File: config.mk
export PLATFORM = sky130hd
export DESIGN_NAME = conv_result_sink
export DESIGN_NICKNAME = d
export VERILOG_FILES = /design/src/rtl/conv_result_sink.sv
export SDC_FILE = /design/constraint.sdc
export NUM_CORES = 1
export LEC_CHECK = 0
export CORE_MARGIN = 1.5
export CORE_UTILIZATION = 65
export DETAILED_ROUTE_END_ITERATION = 6
export DONT_BUFFER_PORTS = 1
export GPL_ROUTABILITY_DRIVEN = 0
export PLACE_DENSITY = 0.81
export SLEW_MARGIN = 10
export SYNTH_ARGS = -nofsm -noshare
export SYNTH_HDL_FRONTEND = slang
export SYNTH_SLANG_ARGS = --single-unit
File: constraint.sdc
create_clock -name clk -period 7.3 [get_ports clk]
set_clock_uncertainty 0.1 [all_clocks]
set_input_delay 1.46 -clock clk [delete_from_list [all_inputs] [get_ports clk]]
set_output_delay 1.46 -clock clk [all_outputs]
set_load 0.1 [all_outputs]
File: src/rtl/conv_result_sink.sv
// conv_result_sink
//
// Receiving end of the convolution engine's result stream. Each valid
// 2*DATA_W-bit sum is requantized to DATA_W bits (round-half-up, saturating),
// tagged with its row/frame position and buffered in a first-word-fall-through
// FIFO that drains over a valid/ready handshake.
//
// Ports:
//   clk            clock, rising edge
//   rst_n          synchronous active-low reset
//   in_data        convolution sum from the engine (2*DATA_W bits)
//   in_valid       in_data valid this cycle; no backpressure toward the engine
//   out_data       requantized pixel at FIFO head
//   out_last_row   head word is the last pixel of a row
//   out_last_frame head word is the last pixel of the frame
//   out_valid      FIFO non-empty
//   out_ready      downstream accepts the head word
//   fifo_level     current occupancy
//   overflow       sticky, set when a sample is dropped
//   frame_done     one-cycle pulse after a last_frame word is popped

module conv_result_sink #(
    parameter int unsigned DATA_W     = 8,
    parameter int unsigned SHIFT      = 4,
    parameter int unsigned IMG_W      = 28,
    parameter int unsigned IMG_H      = 28,
    parameter int unsigned FIFO_DEPTH = 8
) (
    input  logic                            clk,
    input  logic                            rst_n,
    input  logic [2*DATA_W-1:0]             in_data,
    input  logic                            in_valid,
    output logic [DATA_W-1:0]               out_data,
    output logic                            out_last_row,
    output logic                            out_last_frame,
    output logic                            out_valid,
    input  logic                            out_ready,
    output logic [$clog2(FIFO_DEPTH):0]     fifo_level,
    output logic                            overflow,
    output logic                            frame_done
);

    localparam int unsigned SW = 2 * DATA_W;
    localparam int unsigned EW = DATA_W + 2;
    localparam int unsigned AW = $clog2(FIFO_DEPTH);
    localparam int unsigned CW = $clog2(IMG_W);
    localparam int unsigned RW = (IMG_H > 1) ? $clog2(IMG_H) : 1;

    localparam logic [SW:0] Half = (SW+1)'(1) << (SHIFT - 1);
    localparam logic [SW:0] MaxQ = {{(SW + 1 - DATA_W){1'b0}}, {DATA_W{1'b1}}};

    // Requantization: one extra bit keeps the rounding add from wrapping.
    logic [SW:0]       sum_ext;
    logic [SW:0]       q_full;
    logic [DATA_W-1:0] q_sat;

    always_comb begin
        sum_ext = {1'b0, in_data} + Half;
        q_full  = sum_ext >> SHIFT;
        q_sat   = (q_full > MaxQ) ? {DATA_W{1'b1}} : q_full[DATA_W-1:0];
    end

    // Position counters track every valid sample, dropped or not.
    logic [CW-1:0] col_q, col_d;
    logic [RW-1:0] row_q, row_d;
    logic          last_row, last_frame;

    always_comb begin
        last_row   = (col_q == CW'(IMG_W - 1));
        last_frame = last_row && (row_q == RW'(IMG_H - 1));
        col_d      = col_q;
        row_d      = row_q;
        if (in_valid) begin
            if (last_row) begin
                col_d = '0;
                row_d = last_frame ? '0 : row_q + RW'(1);
            end else begin
                col_d = col_q + CW'(1);
            end
        end
    end

    // FIFO storage; pointers carry an extra wrap bit to tell full from empty.
    logic [EW-1:0] mem_q [FIFO_DEPTH];
    logic [AW:0]   wr_ptr_q, wr_ptr_d;
    logic [AW:0]   rd_ptr_q, rd_ptr_d;
    logic [AW:0]   level;
    logic [EW-1:0] head;
    logic          full, empty, pop, push, drop;
    logic          overflow_q, overflow_d;
    logic          frame_done_q, frame_done_d;

    always_comb begin
        level        = wr_ptr_q - rd_ptr_q;
        full         = (level == (AW+1)'(FIFO_DEPTH));
        empty        = (wr_ptr_q == rd_ptr_q);
        head         = mem_q[rd_ptr_q[AW-1:0]];
        pop          = !empty && out_ready;
        push         = in_valid && (!full || pop);
        drop         = in_valid && full && !pop;
        wr_ptr_d     = push ? wr_ptr_q + (AW+1)'(1) : wr_ptr_q;
        rd_ptr_d     = pop ? rd_ptr_q + (AW+1)'(1) : rd_ptr_q;
        overflow_d   = overflow_q || drop;
        frame_done_d = pop && head[EW-1];
    end

    always_ff @(posedge clk) begin
        if (!rst_n) begin
            col_q        <= '0;
            row_q        <= '0;
            wr_ptr_q     <= '0;
            rd_ptr_q     <= '0;
            overflow_q   <= 1'b0;
            frame_done_q <= 1'b0;
        end else begin
            col_q        <= col_d;
            row_q        <= row_d;
            wr_ptr_q     <= wr_ptr_d;
            rd_ptr_q     <= rd_ptr_d;
            overflow_q   <= overflow_d;
            frame_done_q <= frame_done_d;
        end
    end

    // Storage needs no reset: the head is masked while the FIFO is empty.
    always_ff @(posedge clk) begin
        if (rst_n && push) begin
            mem_q[wr_ptr_q[AW-1:0]] <= {last_frame, last_row, q_sat};
        end
    end

    always_comb begin
        out_valid      = !empty;
        out_data       = empty ? '0 : head[DATA_W-1:0];
        out_last_row   = !empty && head[DATA_W];
        out_last_frame = !empty && head[DATA_W+1];
        fifo_level     = level;
        overflow       = overflow_q;
        frame_done     = frame_done_q;
    end

endmodule

# After elaboration in Yosys (flattened, before gate mapping)
# Memories as Yosys holds them, arrays and structs flattened. A register that Yosys moved wholly into a read port is not among the register bits.
# Cells that the tools add are included.
op_classes:
  add_sub_neg: 6
  order_cmp: 1
  eq_ne: 4
  n_mux: 8
  n_reduce_logical: 15
op_table:
  columns: ["op", "n"]
  rows:
  - ["16-bit by 4-bit adder with 17-bit output, second input constant", 1]
  - ["8-bit 2-to-1 mux", 2]
  - ["13-bit by 8-bit greater-than comparator with 1-bit output, second input constant", 1]
  - ["5-bit by 1-bit adder with 5-bit output, second input constant", 2]
  - ["5-bit equality test, second input constant", 2]
  - ["5-bit 2-to-1 mux", 2]
  - ["1-bit logical AND", 9]
  - ["4-bit by 1-bit adder with 4-bit output, second input constant", 2]
  - ["3-bit 2-to-1 mux", 2]
  - ["4-bit equality test", 1]
  - ["4-bit equality test, second input constant", 1]
  - ["4-bit subtractor", 1]
  - ["1-bit logical NOT", 3]
  - ["1-bit logical OR", 2]
  - ["1-bit 2-to-1 mux", 2]
  - ["2-bit AND reduction", 1]
totals:
  register_bits: 20
  ram_bits: 80
  output_inout_bits: 17
  wordCells: 41
  mem_count: 1
memory_table:
  columns: ["name", "depth", "word_bits", "read_ports", "rd_ports_with_merged_regs", "wr", "line_no", "source"]
  rows:
  - ["mem_q", 8, 10, 1, 1, 1, "84", "logic [EW-1:0] mem_q [FIFO_DEPTH];"]

# Depth between registers and ports, before layout
logic_depth:
  word_depth: 8
  ltp_mapped: 9

# Least setup slack after synthesis
# OpenSTA, ideal clock, no wires.
synth_timing:
  kind: "register to register"
  from: "reg wr_ptr_q[0]"
  to: "mem mem_q[1][0] (netlist name) (enable)"
  setup_ps: 390
  arrival_ps: 4042
  t_required_ps: 6810
  path_slack_ps: 2768
  path_stages_with_launch: 10
  path_buffers: 0
  cell_sequence: "dfxtp_1 inv_1 ha_1 inv_1 fa_1 xor2_1 nor3_1 a41oi_4 nand3_1 nor3_1"
synth_via:
  elab_chain_len: 8
  word_cells_on_any_way: 11
  classes_between: "add/sub: 1; eq/ne: 2; mux: 2; reduce/logical: 6"
synth_rtl:
  columns: ["element", "line_no", "source"]
  rows:
  - ["start, declared", "85", "logic [AW:0] wr_ptr_q, wr_ptr_d;"]
  - ["start signal, assigned", "118", "wr_ptr_q <= wr_ptr_d;"]
  - ["4-bit subtractor", "94", "level = wr_ptr_q - rd_ptr_q;"]
  - ["net fifo_level[2]", "38", "output logic [$clog2(FIFO_DEPTH):0] fifo_level,"]
  - ["4-bit equality test", "95", "full = (level == (AW+1)'(FIFO_DEPTH));"]
  - ["1-bit logical NOT", "99", "push = in_valid && (!full || pop);"]
  - ["1-bit logical OR", "99", null]
  - ["1-bit logical AND", "99", null]
  - ["1-bit logical AND", "127", "if (rst_n && push) begin"]
  - ["1-bit 2-to-1 mux", "127", null]
  - ["1-bit 2-to-1 mux (not written as such)", "128", "mem_q[wr_ptr_q[AW-1:0]] <= {last_frame, last_row, q_sat};"]
  - ["end, declared", "84", null]
# The timed path passes the listed nets, and every way through them passes these cells.

==> metrics.csv <==
stage,metric,value,unit
cells_and_area,fin cells,380,
yosys,Mapped Cells,291,
cells_and_area,# diodes,0,
setup_path,R2R setup slack,3.24,ns
cells_and_area,Area Growth Syn to Fin,7.400,%
yosys,Yosys reg bits,103,
cells_and_area,post-layout instance area,4740,um2
run_status,failing checks,design-rule violations,
cts,TritonCTS Buffers,9,
pwr,Leak Pwr,1.526,nW
placement,number of port buffers,0,
timing,worst hold slack,0.3901,ns
drt,via count,2340,
grt,total gr overflow,0,
timing,Tightest Pin Transition,1.128,ns
setup_path,Crit. End Element,output port,
setup_path,CP required,5.74,ns
yosys,top post-synthesis cells by area,"edfxtp_1 54%, dfxtp_1 10%, mux4_2 10%",
cells_and_area,share of layout cells above drive strength 1,19.47,%
cts,PostCTS Resize Cnt,0,
setup_path,R2R Path End,mem_q[5][6],
grt,pin count of the biggest net entering global routing,24,
drt,post-route ant nets,0,
cts,Root Buffer,clkbuf_8,
timing,fmax,234.2,MHz
job,max_cap viols,0,
timing,Final Worst Setup Slack,3.030,ns
yosys,register area share after synthesis,64.87,%
cells_and_area,nets,327,
yosys,Synth Area per Inst,15.16,um2
min_path,Hold Crit Class,flip-flop to flip-flop,
die,Rows,29,
yosys,Synth area leader,edfxtp_1,
drt,Routed wire per std cell,20.18,um
run_status,status,"complete, but fails checks",
timing,Tmin final,4.270,ns
die,chip height,85.40,um
timing,Tcrit/Tclk final,58.49,%
yosys,ys flop type,edfxtp_1,
cts,CTS sink cnt,103,
die,Initial Util,68.33,%
cts,hold-fix buffers at CTS,0,
drt,DR iter-0 viols,122,
yosys,post-synth cell types,38,
drt,First-pass DRT Iterations,6,
grt,initial antenna violation count,0,
placement,placed instance area,4543,um2
cts,Clock Path Buffers,2,
yosys,"Cell Area, Synth",4413,um2
placement,pre-CTS setup slack,3.251,ns
die,Ports,37,
yosys,number of flops mapped to enable cells by yosys,80,
die,Die Span X,85.40,um
grt,global-route wire length before repair,12350,um
cts,clk slew on worst S/H paths,0.10,ns
setup_path,Worst R2R Start,wr_ptr_q[0],
placement,placed cells,364,
yosys,yosys warns,0,
setup_path,CP Class,flip-flop to output port,
die,die area,7292,um2
timing,Slew HR,24.51,%
die,core area,6459,um2
grt,vias in the first global route,2365,
cts,H-tree depth,3,
cells_and_area,fin util,73.38,%
setup_path,CP max FO,20,
pwr,Tot Pwr,1.903,mW
drt,Remaining DRCs,2,
placement,hpwl dp,5024,um
timing,final hold violation count,0,
setup_path,CP Launch Type,flip-flop,
yosys,post-synthesis net count,320,
timing,setup TNS,0,ns
pwr,peak supply drop,286.7,uV
timing,fin. max-slew vios,0,
drt,WL final,7670,um
timing,Setup-failing EPs final,0,
pwr,P per Cell Area,401.5,nW/um2
cts,CTS tree,built,
setup_path,critical path endpoint,out_last_frame,
setup_path,CP Data Arrival Time,2.71,ns
drt,vias per cell,6.158,
cts,worst skew pair latency,0.36,ns
timing,RSZ-0062 raised after global routing,false,
grt,GRT Total Usage,23.30,%
cts,postcts setup bufs,0,
yosys,post-synth top area share,54.44,%
yosys,asr flop ratio synth,0,%
setup_path,worst reg-to-reg path cell count,8,
Yosys cell counts, types with 2 or more instances:
cell type / number
nor3b_1: 2
nand4_1: 2
ha_1: 8
nand3_1: 14
clkbuf_1: 6
dfxtp_1: 23
xnor2_1: 6
nand2b_1: 6
a21boi_0: 3
nor2b_1: 8
nor2_1: 27
nand3b_1: 2
mux4_2: 20
o21ai_0: 3
nor3_1: 5
a21oi_1: 2
buf_2: 2
inv_1: 7
and2_1: 5
edfxtp_1: 80
xor2_1: 7
nand2_1: 21
mux2i_1: 17
worst max-delay path, cell delays in order (launching register included):
cell and delay, ns:
dfxtp_1 0.99, mux4_2 0.37, mux2i_1 0.12, nor2_2 0.87
worst min path at each step:
stage,slack [ns],from,depth (start not counted),endpoint
final,0.39,row_q[1],2,row_q[1]
after global routing,0.43,row_q[1],2,row_q[1]
after CTS,0.40,row_q[1],2,row_q[1]
after detailed placement,0.38,row_q[1],2,row_q[1]
after global placement,0.37,row_q[1],2,row_q[1]
after floorplan,0.36,row_q[1],2,row_q[1]
final cells by class:
type	count	area, um2
flip-flops and latches	103	2863
fillers	400	1719
multi-input cells	172	1520
clock buffers	10	148.9
well taps	77	96.34
clock inverters	6	47.55
repair buffers	5	37.54
inverters	7	26.28
layout by cell type (no fill, tap or decap), types with 5 or more instances in the layout:
master    instances
nand3_1          14
nor3_1            5
buf_4             5
inv_1             7
nor2b_1           8
nand2_1          21
nor2_1           17
clkbuf_8          9
dfxtp_1          23
mux2i_1          17
mux4_2           20
nand2b_1          6
ha_1              8
nor2_2           10
and2_1            5
edfxtp_1         80
xnor2_1           6
xor2_1            6
sequential cells by signal, indices dropped and copies added (netlist names), named ones only:
name and cells:
rd_ptr_q 4, wr_ptr_q 4, row_q 5, mem_q 80, col_q 5, frame_done 1
overflow 1
layer usage:
metal  vias up  share of wire, %  GRT usage (%)
met2        85                51          39.03
met1      1144                41          31.65
met3         6               7.3          4.961
met5         -                 0              0
li1       1105                 -              -
met4         0               1.0          6.158
kinds of logic after synthesis:
group                      Yosys count  synth area share [%]
and+or+nand+nor                     97                 11.09
AOI/OAI and AO/OA                   14                 2.637
muxes                               38                 14.32
adders and majority gates            9                 2.722
buffers and inverters               16                 1.418
xor gates and xnor gates            14                 2.949
DFF                                103                 64.87
where the power goes:
part / internal [mW] / total [mW] / leakage [nW] / switching [mW]
registers: 0.655 / 0.697 / 0.904 / 0.0422
clock network: 0.148 / 0.340 / 0.0988 / 0.192
logic: 0.160 / 0.865 / 0.523 / 0.706
Power figures use the tool's default switching activity.
